`src/rtl/mul_pkg.sv`:
```
// Shared types and widths for the multiplier arbiter/scheduler slice.
package mul_pkg;
    localparam int unsigned EXPO_W = 8;
    localparam int unsigned MANT_W = 23;
    localparam int unsigned W      = 1 + EXPO_W + MANT_W;
    localparam int unsigned N_REQ  = 2;
    localparam int unsigned ID_W   = $clog2(N_REQ);
    localparam int unsigned FLAG_W = 5;

    // Bit positions inside the {NV,DZ,OF,UF,NX} flag vector
    localparam int unsigned FLAG_NV = 4;
    localparam int unsigned FLAG_DZ = 3;
    localparam int unsigned FLAG_OF = 2;
    localparam int unsigned FLAG_UF = 1;
    localparam int unsigned FLAG_NX = 0;

    typedef enum logic [1:0] {
        RTZ = 2'b00,
        RDN = 2'b01,
        RUP = 2'b10,
        RNE = 2'b11
    } rnd_e;

    typedef struct packed {
        logic [W-1:0]      data;
        logic [FLAG_W-1:0] flags;
        logic [ID_W-1:0]   id;
    } rsp_t;
endpackage

```
`src/rtl/mul_arb_sched_if.sv`:
```
// Requester, datapath and response signals of the shared multiplier scheduler.
interface mul_arb_sched_if;
    import mul_pkg::*;

    logic [N_REQ-1:0]         req_valid;
    logic [N_REQ-1:0]         req_ready;
    logic [N_REQ-1:0][W-1:0]  req_a;
    logic [N_REQ-1:0][W-1:0]  req_b;
    rnd_e [N_REQ-1:0]         req_rnd;

    logic                     mul_vld;
    logic [W-1:0]             mul_a;
    logic [W-1:0]             mul_b;
    rnd_e                     mul_rnd;

    logic                     res_vld;
    logic [W-1:0]             res_data;
    logic [FLAG_W-1:0]        res_flags;

    logic                     rsp_valid;
    logic                     rsp_ready;
    logic [W-1:0]             rsp_data;
    logic [FLAG_W-1:0]        rsp_flags;
    logic [ID_W-1:0]          rsp_id;

    logic                     err_align;

    modport slave (
        input  req_valid, req_a, req_b, req_rnd, res_vld, res_data, res_flags, rsp_ready,
        output req_ready, mul_vld, mul_a, mul_b, mul_rnd,
               rsp_valid, rsp_data, rsp_flags, rsp_id, err_align
    );

    modport master (
        output req_valid, req_a, req_b, req_rnd, res_vld, res_data, res_flags, rsp_ready,
        input  req_ready, mul_vld, mul_a, mul_b, mul_rnd,
               rsp_valid, rsp_data, rsp_flags, rsp_id, err_align
    );
endinterface

```
`src/rtl/mul_rsp_fifo.sv`:
```
// Synchronous response FIFO; push while full is accepted only together with a pop.
module mul_rsp_fifo import mul_pkg::*; #(
    parameter  int unsigned DEPTH = 4,
    localparam int unsigned CNT_W = $clog2(DEPTH + 1)
) (
    input  logic             clk,
    input  logic             rst_n,
    input  logic             push,
    input  rsp_t             push_data,
    input  logic             pop,
    output rsp_t             head,
    output logic [CNT_W-1:0] count
);
    localparam int unsigned PTR_W = (DEPTH > 1) ? $clog2(DEPTH) : 1;

    rsp_t             mem [DEPTH];
    logic [PTR_W-1:0] wr_ptr;
    logic [PTR_W-1:0] rd_ptr;
    logic             do_push;
    logic             do_pop;

    function automatic logic [PTR_W-1:0] ptr_inc(input logic [PTR_W-1:0] p);
        return (32'(p) == DEPTH - 1) ? '0 : p + PTR_W'(1);
    endfunction

    assign do_pop  = pop && (count != '0);
    assign do_push = push && ((count != CNT_W'(DEPTH)) || do_pop);
    assign head    = mem[rd_ptr];

    // Storage carries no reset; validity is tracked by count
    always_ff @(posedge clk) begin
        if (do_push) begin
            mem[wr_ptr] <= push_data;
        end
    end

    always_ff @(posedge clk or negedge rst_n) begin
        if (!rst_n) begin
            wr_ptr <= '0;
            rd_ptr <= '0;
            count  <= '0;
        end else begin
            if (do_push) begin
                wr_ptr <= ptr_inc(wr_ptr);
            end
            if (do_pop) begin
                rd_ptr <= ptr_inc(rd_ptr);
            end
            case ({do_push, do_pop})
                2'b10:   count <= count + CNT_W'(1);
                2'b01:   count <= count - CNT_W'(1);
                default: count <= count;
            endcase
        end
    end
endmodule

```
`src/rtl/mul_arb_sched.sv`:
```
// Round-robin, credit-gated sharing of one fixed-latency FP multiplier between requesters.
module mul_arb_sched import mul_pkg::*; #(
    parameter int unsigned LAT       = 3,
    parameter int unsigned OUT_DEPTH = 4
) (
    input  logic           clk,
    input  logic           rst_n,
    mul_arb_sched_if.slave bus
);
    localparam int unsigned CRD_W = $clog2(OUT_DEPTH + 1);
    localparam int unsigned IGN_W = $clog2(LAT + 1);

    logic                       active;
    logic [ID_W-1:0]            rr_ptr;
    logic [CRD_W-1:0]           credits;
    logic                       gnt_vld;
    logic [ID_W-1:0]            gnt_id;
    logic                       issue;
    logic                       pop;

    logic                       mul_vld_q;
    logic [W-1:0]               mul_a_q;
    logic [W-1:0]               mul_b_q;
    rnd_e                       mul_rnd_q;
    logic [ID_W-1:0]            mul_id_q;

    logic [LAT-1:0]             tag_vld;
    logic [LAT-1:0][ID_W-1:0]   tag_id;
    logic                       tag_out_vld;
    logic [IGN_W-1:0]           ign_cnt;
    logic                       err_q;

    rsp_t                       push_data;
    rsp_t                       head;
    logic [CRD_W-1:0]           fifo_cnt;

    // First valid requester at or after rr_ptr, modulo N_REQ
    always_comb begin
        gnt_vld = 1'b0;
        gnt_id  = '0;
        for (int unsigned i = 0; i < N_REQ; i++) begin
            if (!gnt_vld && bus.req_valid[ID_W'((32'(rr_ptr) + i) % N_REQ)]) begin
                gnt_vld = 1'b1;
                gnt_id  = ID_W'((32'(rr_ptr) + i) % N_REQ);
            end
        end
    end

    assign issue = gnt_vld && active && (credits != '0);
    assign pop   = bus.rsp_valid && bus.rsp_ready;

    always_comb begin
        bus.req_ready = '0;
        if (issue) begin
            bus.req_ready[gnt_id] = 1'b1;
        end
    end

    // active holds req_ready low until the first clock after reset release
    always_ff @(posedge clk or negedge rst_n) begin
        if (!rst_n) begin
            active  <= 1'b0;
            rr_ptr  <= '0;
            credits <= CRD_W'(OUT_DEPTH);
        end else begin
            active <= 1'b1;
            if (issue) begin
                rr_ptr <= (32'(gnt_id) == N_REQ - 1) ? '0 : gnt_id + ID_W'(1);
            end
            case ({issue, pop})
                2'b10:   credits <= credits - CRD_W'(1);
                2'b01:   credits <= credits + CRD_W'(1);
                default: credits <= credits;
            endcase
        end
    end

    // Issue register; operands hold while idle
    always_ff @(posedge clk or negedge rst_n) begin
        if (!rst_n) begin
            mul_vld_q <= 1'b0;
            mul_a_q   <= '0;
            mul_b_q   <= '0;
            mul_rnd_q <= RTZ;
            mul_id_q  <= '0;
        end else begin
            mul_vld_q <= issue;
            if (issue) begin
                mul_a_q   <= bus.req_a[gnt_id];
                mul_b_q   <= bus.req_b[gnt_id];
                mul_rnd_q <= bus.req_rnd[gnt_id];
                mul_id_q  <= gnt_id;
            end
        end
    end

    assign bus.mul_vld = mul_vld_q;
    assign bus.mul_a   = mul_a_q;
    assign bus.mul_b   = mul_b_q;
    assign bus.mul_rnd = mul_rnd_q;

    // Tag pipe mirrors datapath latency so its output lines up with res_vld
    always_ff @(posedge clk or negedge rst_n) begin
        if (!rst_n) begin
            tag_vld <= '0;
            tag_id  <= '0;
        end else begin
            tag_vld[0] <= mul_vld_q;
            tag_id[0]  <= mul_id_q;
            for (int unsigned i = 1; i < LAT; i++) begin
                tag_vld[i] <= tag_vld[i-1];
                tag_id[i]  <= tag_id[i-1];
            end
        end
    end

    assign tag_out_vld = tag_vld[LAT-1];

    // Results issued before reset may still emerge for LAT cycles; they are not errors
    always_ff @(posedge clk or negedge rst_n) begin
        if (!rst_n) begin
            ign_cnt <= IGN_W'(LAT);
            err_q   <= 1'b0;
        end else begin
            if (ign_cnt != '0) begin
                ign_cnt <= ign_cnt - IGN_W'(1);
            end
            if ((bus.res_vld != tag_out_vld) && !((ign_cnt != '0) && !tag_out_vld)) begin
                err_q <= 1'b1;
            end
        end
    end

    assign bus.err_align = err_q;

    assign push_data.data  = bus.res_data;
    assign push_data.flags = bus.res_flags;
    assign push_data.id    = tag_id[LAT-1];

    mul_rsp_fifo #(
        .DEPTH (OUT_DEPTH)
    ) u_fifo (
        .clk       (clk),
        .rst_n     (rst_n),
        .push      (tag_out_vld),
        .push_data (push_data),
        .pop       (pop),
        .head      (head),
        .count     (fifo_cnt)
    );

    assign bus.rsp_valid = (fifo_cnt != '0);
    assign bus.rsp_data  = head.data;
    assign bus.rsp_flags = head.flags;
    assign bus.rsp_id    = head.id;
endmodule
```
`src/flat_wrapper.sv`:
```
// flat-port wrapper written by rule: the top's interface ports become plain ports
module mul_arb_sched_flat import mul_pkg::*;
#(
    parameter int unsigned LAT       = 3,
    parameter int unsigned OUT_DEPTH = 4
)
  (clk, rst_n, bus_req_valid, bus_req_a, bus_req_b, bus_req_rnd, bus_res_vld, bus_res_data, bus_res_flags, bus_rsp_ready, bus_req_ready, bus_mul_vld, bus_mul_a, bus_mul_b, bus_mul_rnd, bus_rsp_valid, bus_rsp_data, bus_rsp_flags, bus_rsp_id, bus_err_align);
  mul_arb_sched_if bus_i ();
  input  logic clk;
  input  logic rst_n;
  input wire logic [$bits(bus_i.req_valid)-1:0] bus_req_valid;
  input wire logic [$bits(bus_i.req_a)-1:0] bus_req_a;
  input wire logic [$bits(bus_i.req_b)-1:0] bus_req_b;
  input wire logic [$bits(bus_i.req_rnd)-1:0] bus_req_rnd;
  input wire logic [$bits(bus_i.res_vld)-1:0] bus_res_vld;
  input wire logic [$bits(bus_i.res_data)-1:0] bus_res_data;
  input wire logic [$bits(bus_i.res_flags)-1:0] bus_res_flags;
  input wire logic [$bits(bus_i.rsp_ready)-1:0] bus_rsp_ready;
  output wire logic [$bits(bus_i.req_ready)-1:0] bus_req_ready;
  output wire logic [$bits(bus_i.mul_vld)-1:0] bus_mul_vld;
  output wire logic [$bits(bus_i.mul_a)-1:0] bus_mul_a;
  output wire logic [$bits(bus_i.mul_b)-1:0] bus_mul_b;
  output wire logic [$bits(bus_i.mul_rnd)-1:0] bus_mul_rnd;
  output wire logic [$bits(bus_i.rsp_valid)-1:0] bus_rsp_valid;
  output wire logic [$bits(bus_i.rsp_data)-1:0] bus_rsp_data;
  output wire logic [$bits(bus_i.rsp_flags)-1:0] bus_rsp_flags;
  output wire logic [$bits(bus_i.rsp_id)-1:0] bus_rsp_id;
  output wire logic [$bits(bus_i.err_align)-1:0] bus_err_align;
  assign bus_i.req_valid = bus_req_valid;
  assign bus_i.req_a = bus_req_a;
  assign bus_i.req_b = bus_req_b;
  assign bus_i.req_rnd = bus_req_rnd;
  assign bus_i.res_vld = bus_res_vld;
  assign bus_i.res_data = bus_res_data;
  assign bus_i.res_flags = bus_res_flags;
  assign bus_i.rsp_ready = bus_rsp_ready;
  assign bus_req_ready = bus_i.req_ready;
  assign bus_mul_vld = bus_i.mul_vld;
  assign bus_mul_a = bus_i.mul_a;
  assign bus_mul_b = bus_i.mul_b;
  assign bus_mul_rnd = bus_i.mul_rnd;
  assign bus_rsp_valid = bus_i.rsp_valid;
  assign bus_rsp_data = bus_i.rsp_data;
  assign bus_rsp_flags = bus_i.rsp_flags;
  assign bus_rsp_id = bus_i.rsp_id;
  assign bus_err_align = bus_i.err_align;
  mul_arb_sched #(.LAT(LAT), .OUT_DEPTH(OUT_DEPTH)) u_core (.clk(clk), .rst_n(rst_n), .bus(bus_i));
endmodule
```
`config.mk`:
```
export PLATFORM = sky130hd
export DESIGN_NAME = mul_arb_sched_flat
export DESIGN_NICKNAME = d
export VERILOG_FILES = /design/src/rtl/mul_pkg.sv /design/src/rtl/mul_arb_sched_if.sv /design/src/rtl/mul_rsp_fifo.sv /design/src/rtl/mul_arb_sched.sv /design/src/flat_wrapper.sv
export SDC_FILE = /design/constraint.sdc
export NUM_CORES = 1
export LEC_CHECK = 0
export BUFFER_PORTS_ARGS = -buffer_cell sky130_fd_sc_hd__buf_2
export CORE_UTILIZATION = 25
export DETAILED_ROUTE_END_ITERATION = 10
export PLACE_DENSITY = 0.51
export SLEW_MARGIN = 5
export SYNTH_ARGS = -nofsm -noshare
export SYNTH_HDL_FRONTEND = slang
export SYNTH_HIERARCHICAL = 1
export SYNTH_SLANG_ARGS = --single-unit
```
`constraint.sdc`:
```
create_clock -name clk -period 3.1 [get_ports clk]
set_clock_uncertainty 0.05 [all_clocks]
set_input_delay 0.62 -clock clk [delete_from_list [all_inputs] [get_ports clk]]
set_output_delay 0.62 -clock clk [all_outputs]
set_load 0.02 [all_outputs]
```
==> results.cfg <==
[outcome]
status = complete, no violations

[grt]
grt_pass1_wl_um = 43700
grt_max_degree = 70
grt_pass1_vias = 7479
antenna_found_initial = 2
grt_usage_pct = 13.6
gr-total-overflow = 0

[critical_path]
worst_setup_path_end_kind = output pin
crit_fanout = 19
critPathArrivalTime_ns = 2.23
crit_type = reg2out
critPathRequiredTime_ns = 2.43
cp-start-kind = flop

[placement]
dp.cells = 1448
dp_slack_ns = 0.632
gp_congestion = 0.780
dp.final_hpwl_um = 18400
io_buffers = 283

[layout]
final_cells = 1504
drive_gt1_share_pct = 42.1
nets = 1139
syn_to_final_growth_pct = 28.7

[yosys]
avgSynthCellArea_um2 = 14.6
ys_types = 40
ys_seq_area_share_pct = 67.2
syn_nets = 874
ys.flop_type = edfxtp_1
synthTopCellsByCount = edfxtp_1, dfrtp_1, a21oi_1, o21ai_0, o211ai_1
synthCells = 690
synth.most_common_cell = edfxtp_1
synth_top_cell_by_area = edfxtp_1
synth-seq-cells = 241
synth-edff-count = 152
yosys_warnings = 6
synthesis.area_um2 = 10100
async_reset_ff_share_pct = 36.9
synth_top_area_share_pct = 45.2
ys_top_cells_by_area = edfxtp_1, dfrtp_1, mux4_2, o211ai_1, a31oi_1

[die]
core_um2 = 39800
die_y_um = 203
rows = 73
start_util_pct = 25.4
fp.dieW_um = 203
dieArea_um2 = 41200
io_pins = 284

[detailed_routing]
drtIter0Drc = 327
avgRoutedWirePerCell_um = 19.1
viasPerCell = 4.83
wirelength_um = 28700
vias = 7268
drc = 0
drtAntennaViolNets = 0
firstDrtPassIters = 6

[timing]
period_share_pct = 93.6
rsz0062_at_grt = false
fmax_mhz = 345
finalMaxSlewViolations = 0
hold_viol_final = 0
fin_ws_ns = 0.200
worst_pin_slew_ns = 1.06
relSlewSlack_pct = 29.2
setup_viol = 0
layout_min_cycle_time_ns = 2.90
whs_ns = 0.236
fin_setup_tns_ns = 0

[clock_network]
clock_sinks = 241
htreeDepth = 1
clockRootBuffer = clkbuf_16
cts_tree = built
post-cts-setup-buffers = 0
clk_latency_ns = 0.55
cts_inserted_buffers = 29
clock_path_buffers = 3
clk_pin_slew_ns = 0.06

[power]
p_sw_mw = 4.40
p_seq_share_pct = 38.8
pwr-share-clk_pct = 27.0
ir_drop_mv = 0.359
p_int_mw = 7.82
leakage_nw = 4.87
combPwrFrac_pct = 34.2
switching_share_pct = 36.0
total_power_mw = 12.2
powerDensity_nw_per_um2 = 940

[flow_run]
maxCapViolCount = 0

[hold_path]
hp-class = in2reg
[routing by layer]
layer	global-route usage (%)	vias to the layer above	share of wire (%)
met5	0	-	0.094
met2	21.6	334	46
met3	4.01	51	9.2
li1	-	3266	-
met4	4.24	4	2.4
met1	17.8	3613	43
[critical path, cell delays in order (launching register included)]
cell and delay (ns):
dfrtp_2 0.68, buf_12 0.26, mux4_2 0.54, buf_2 0.18
[cell usage in the layout (no fill, tap or decap), drive strengths merged, types with 2 or more instances in the layout]
cell type and instances:
clkinvlp 2, dfrtp 86, o21ai 70, buf 303, xnor2 2, and2 6
o211ai 68, fa 2, xor2 4, a21oi 70, nor2 7, nor2b 2
nand2 2, mux2 6, a31oi 66, or2 2, edfxtp 152, a221oi 2
dfstp 3, ha 7, inv 16, clkbuf 39, or3 2, bufinv 2
clkinv 8, mux4 38
[registers in the layout, indices dropped and copies added (netlist names), 2 cells and up]
signal,cells
u_core/credits,3
u_core/bus.mul_a,32
u_core/tag_vld,3
u_core/ign_cnt,2
u_core/u_fifo/mem,152
u_core/u_fifo/wr_ptr,2
u_core/u_fifo/count,3
u_core/bus.mul_rnd,2
u_core/bus.mul_b,32
u_core/u_fifo/rd_ptr,2
u_core/tag_id,2
[worst paths after layout]
kind                                                           end  slack [ns]                           startpoint  depth (start not counted)
worst max-delay path                               bus_rsp_data[8]        0.20  u_core/u_fifo/rd_ptr[0]$_DFFE_PN0N_                          3
worst min-delay path            u_core/u_fifo/mem[0][29]$_DFFE_PP_        0.24                     bus_res_data[23]                          1
worst max register to register  u_core/u_fifo/count[1]$_DFFE_PN0P_        0.61   u_core/u_fifo/count[1]$_DFFE_PN0P_                          9
worst min register to register       u_core/push_data[0]$_DFF_PN0_        0.30           u_core/tag_id[1]$_DFF_PN0_                          0
max in group asynchronous            u_core/ign_cnt[1]$_DFFE_PN1N_        1.73                                rst_n                          3
min in group asynchronous          u_core/bus.mul_a[1]$_DFFE_PN0N_        0.56                                rst_n                          2
[power groups by stage]
stage / logic [mW] / clock network [mW] / registers (mW)
2_1_floorplan: 2.46 / 0 / 5.03
3_3_place_gp: 4.21 / 0 / 4.79
3_5_place_dp: 4.23 / 0 / 4.80
4_1_cts: 4.23 / 3.43 / 4.76
5_1_grt: 4.51 / 3.53 / 4.85
6_report: 4.18 / 3.30 / 4.75
[layout make-up]
cell class / instances / area (um^2)
Fill cell: 4053 / 26800
Sequential cell: 241 / 6800
Multi-Input combinational cell: 366 / 2960
Timing Repair Buffer: 304 / 1600
Clock buffer: 39 / 793
Tap cell: 525 / 657
Clock inverter: 15 / 144
Inverter: 13 / 48.8
Antenna cell: 1 / 2.50
[logic make-up after synthesis]
logic type,count (synthesis),synth area share [%]
xor gates and xnor gates,6,0.520
and+or+nand+nor,25,1.39
buffers and inverters,83,3.57
adders and majority gates,9,1.26
other,1,0.0371
DFF,241,67.2
muxes,45,9.31
AOI/OAI and AO/OA,280,16.7
[through the flow]
step / cell area, um^2 / util, %
6_report: 13000 / 32.7
4_1_cts: 13000 / 32.7
5_1_grt: 13000 / 32.7
2_1_floorplan: 10100 / -
3_3_place_gp: 12100 / 30.3
3_5_place_dp: 12100 / 30.3
[what timing repair did]
| action | CTS | global route |
|---|---|---|
| hold endpoints to repair | 34 | 0 |
| gates resized for setup | 0 | 0 |
| hold buffers | 1 | 0 |
(Power assumes the default switching activity.)
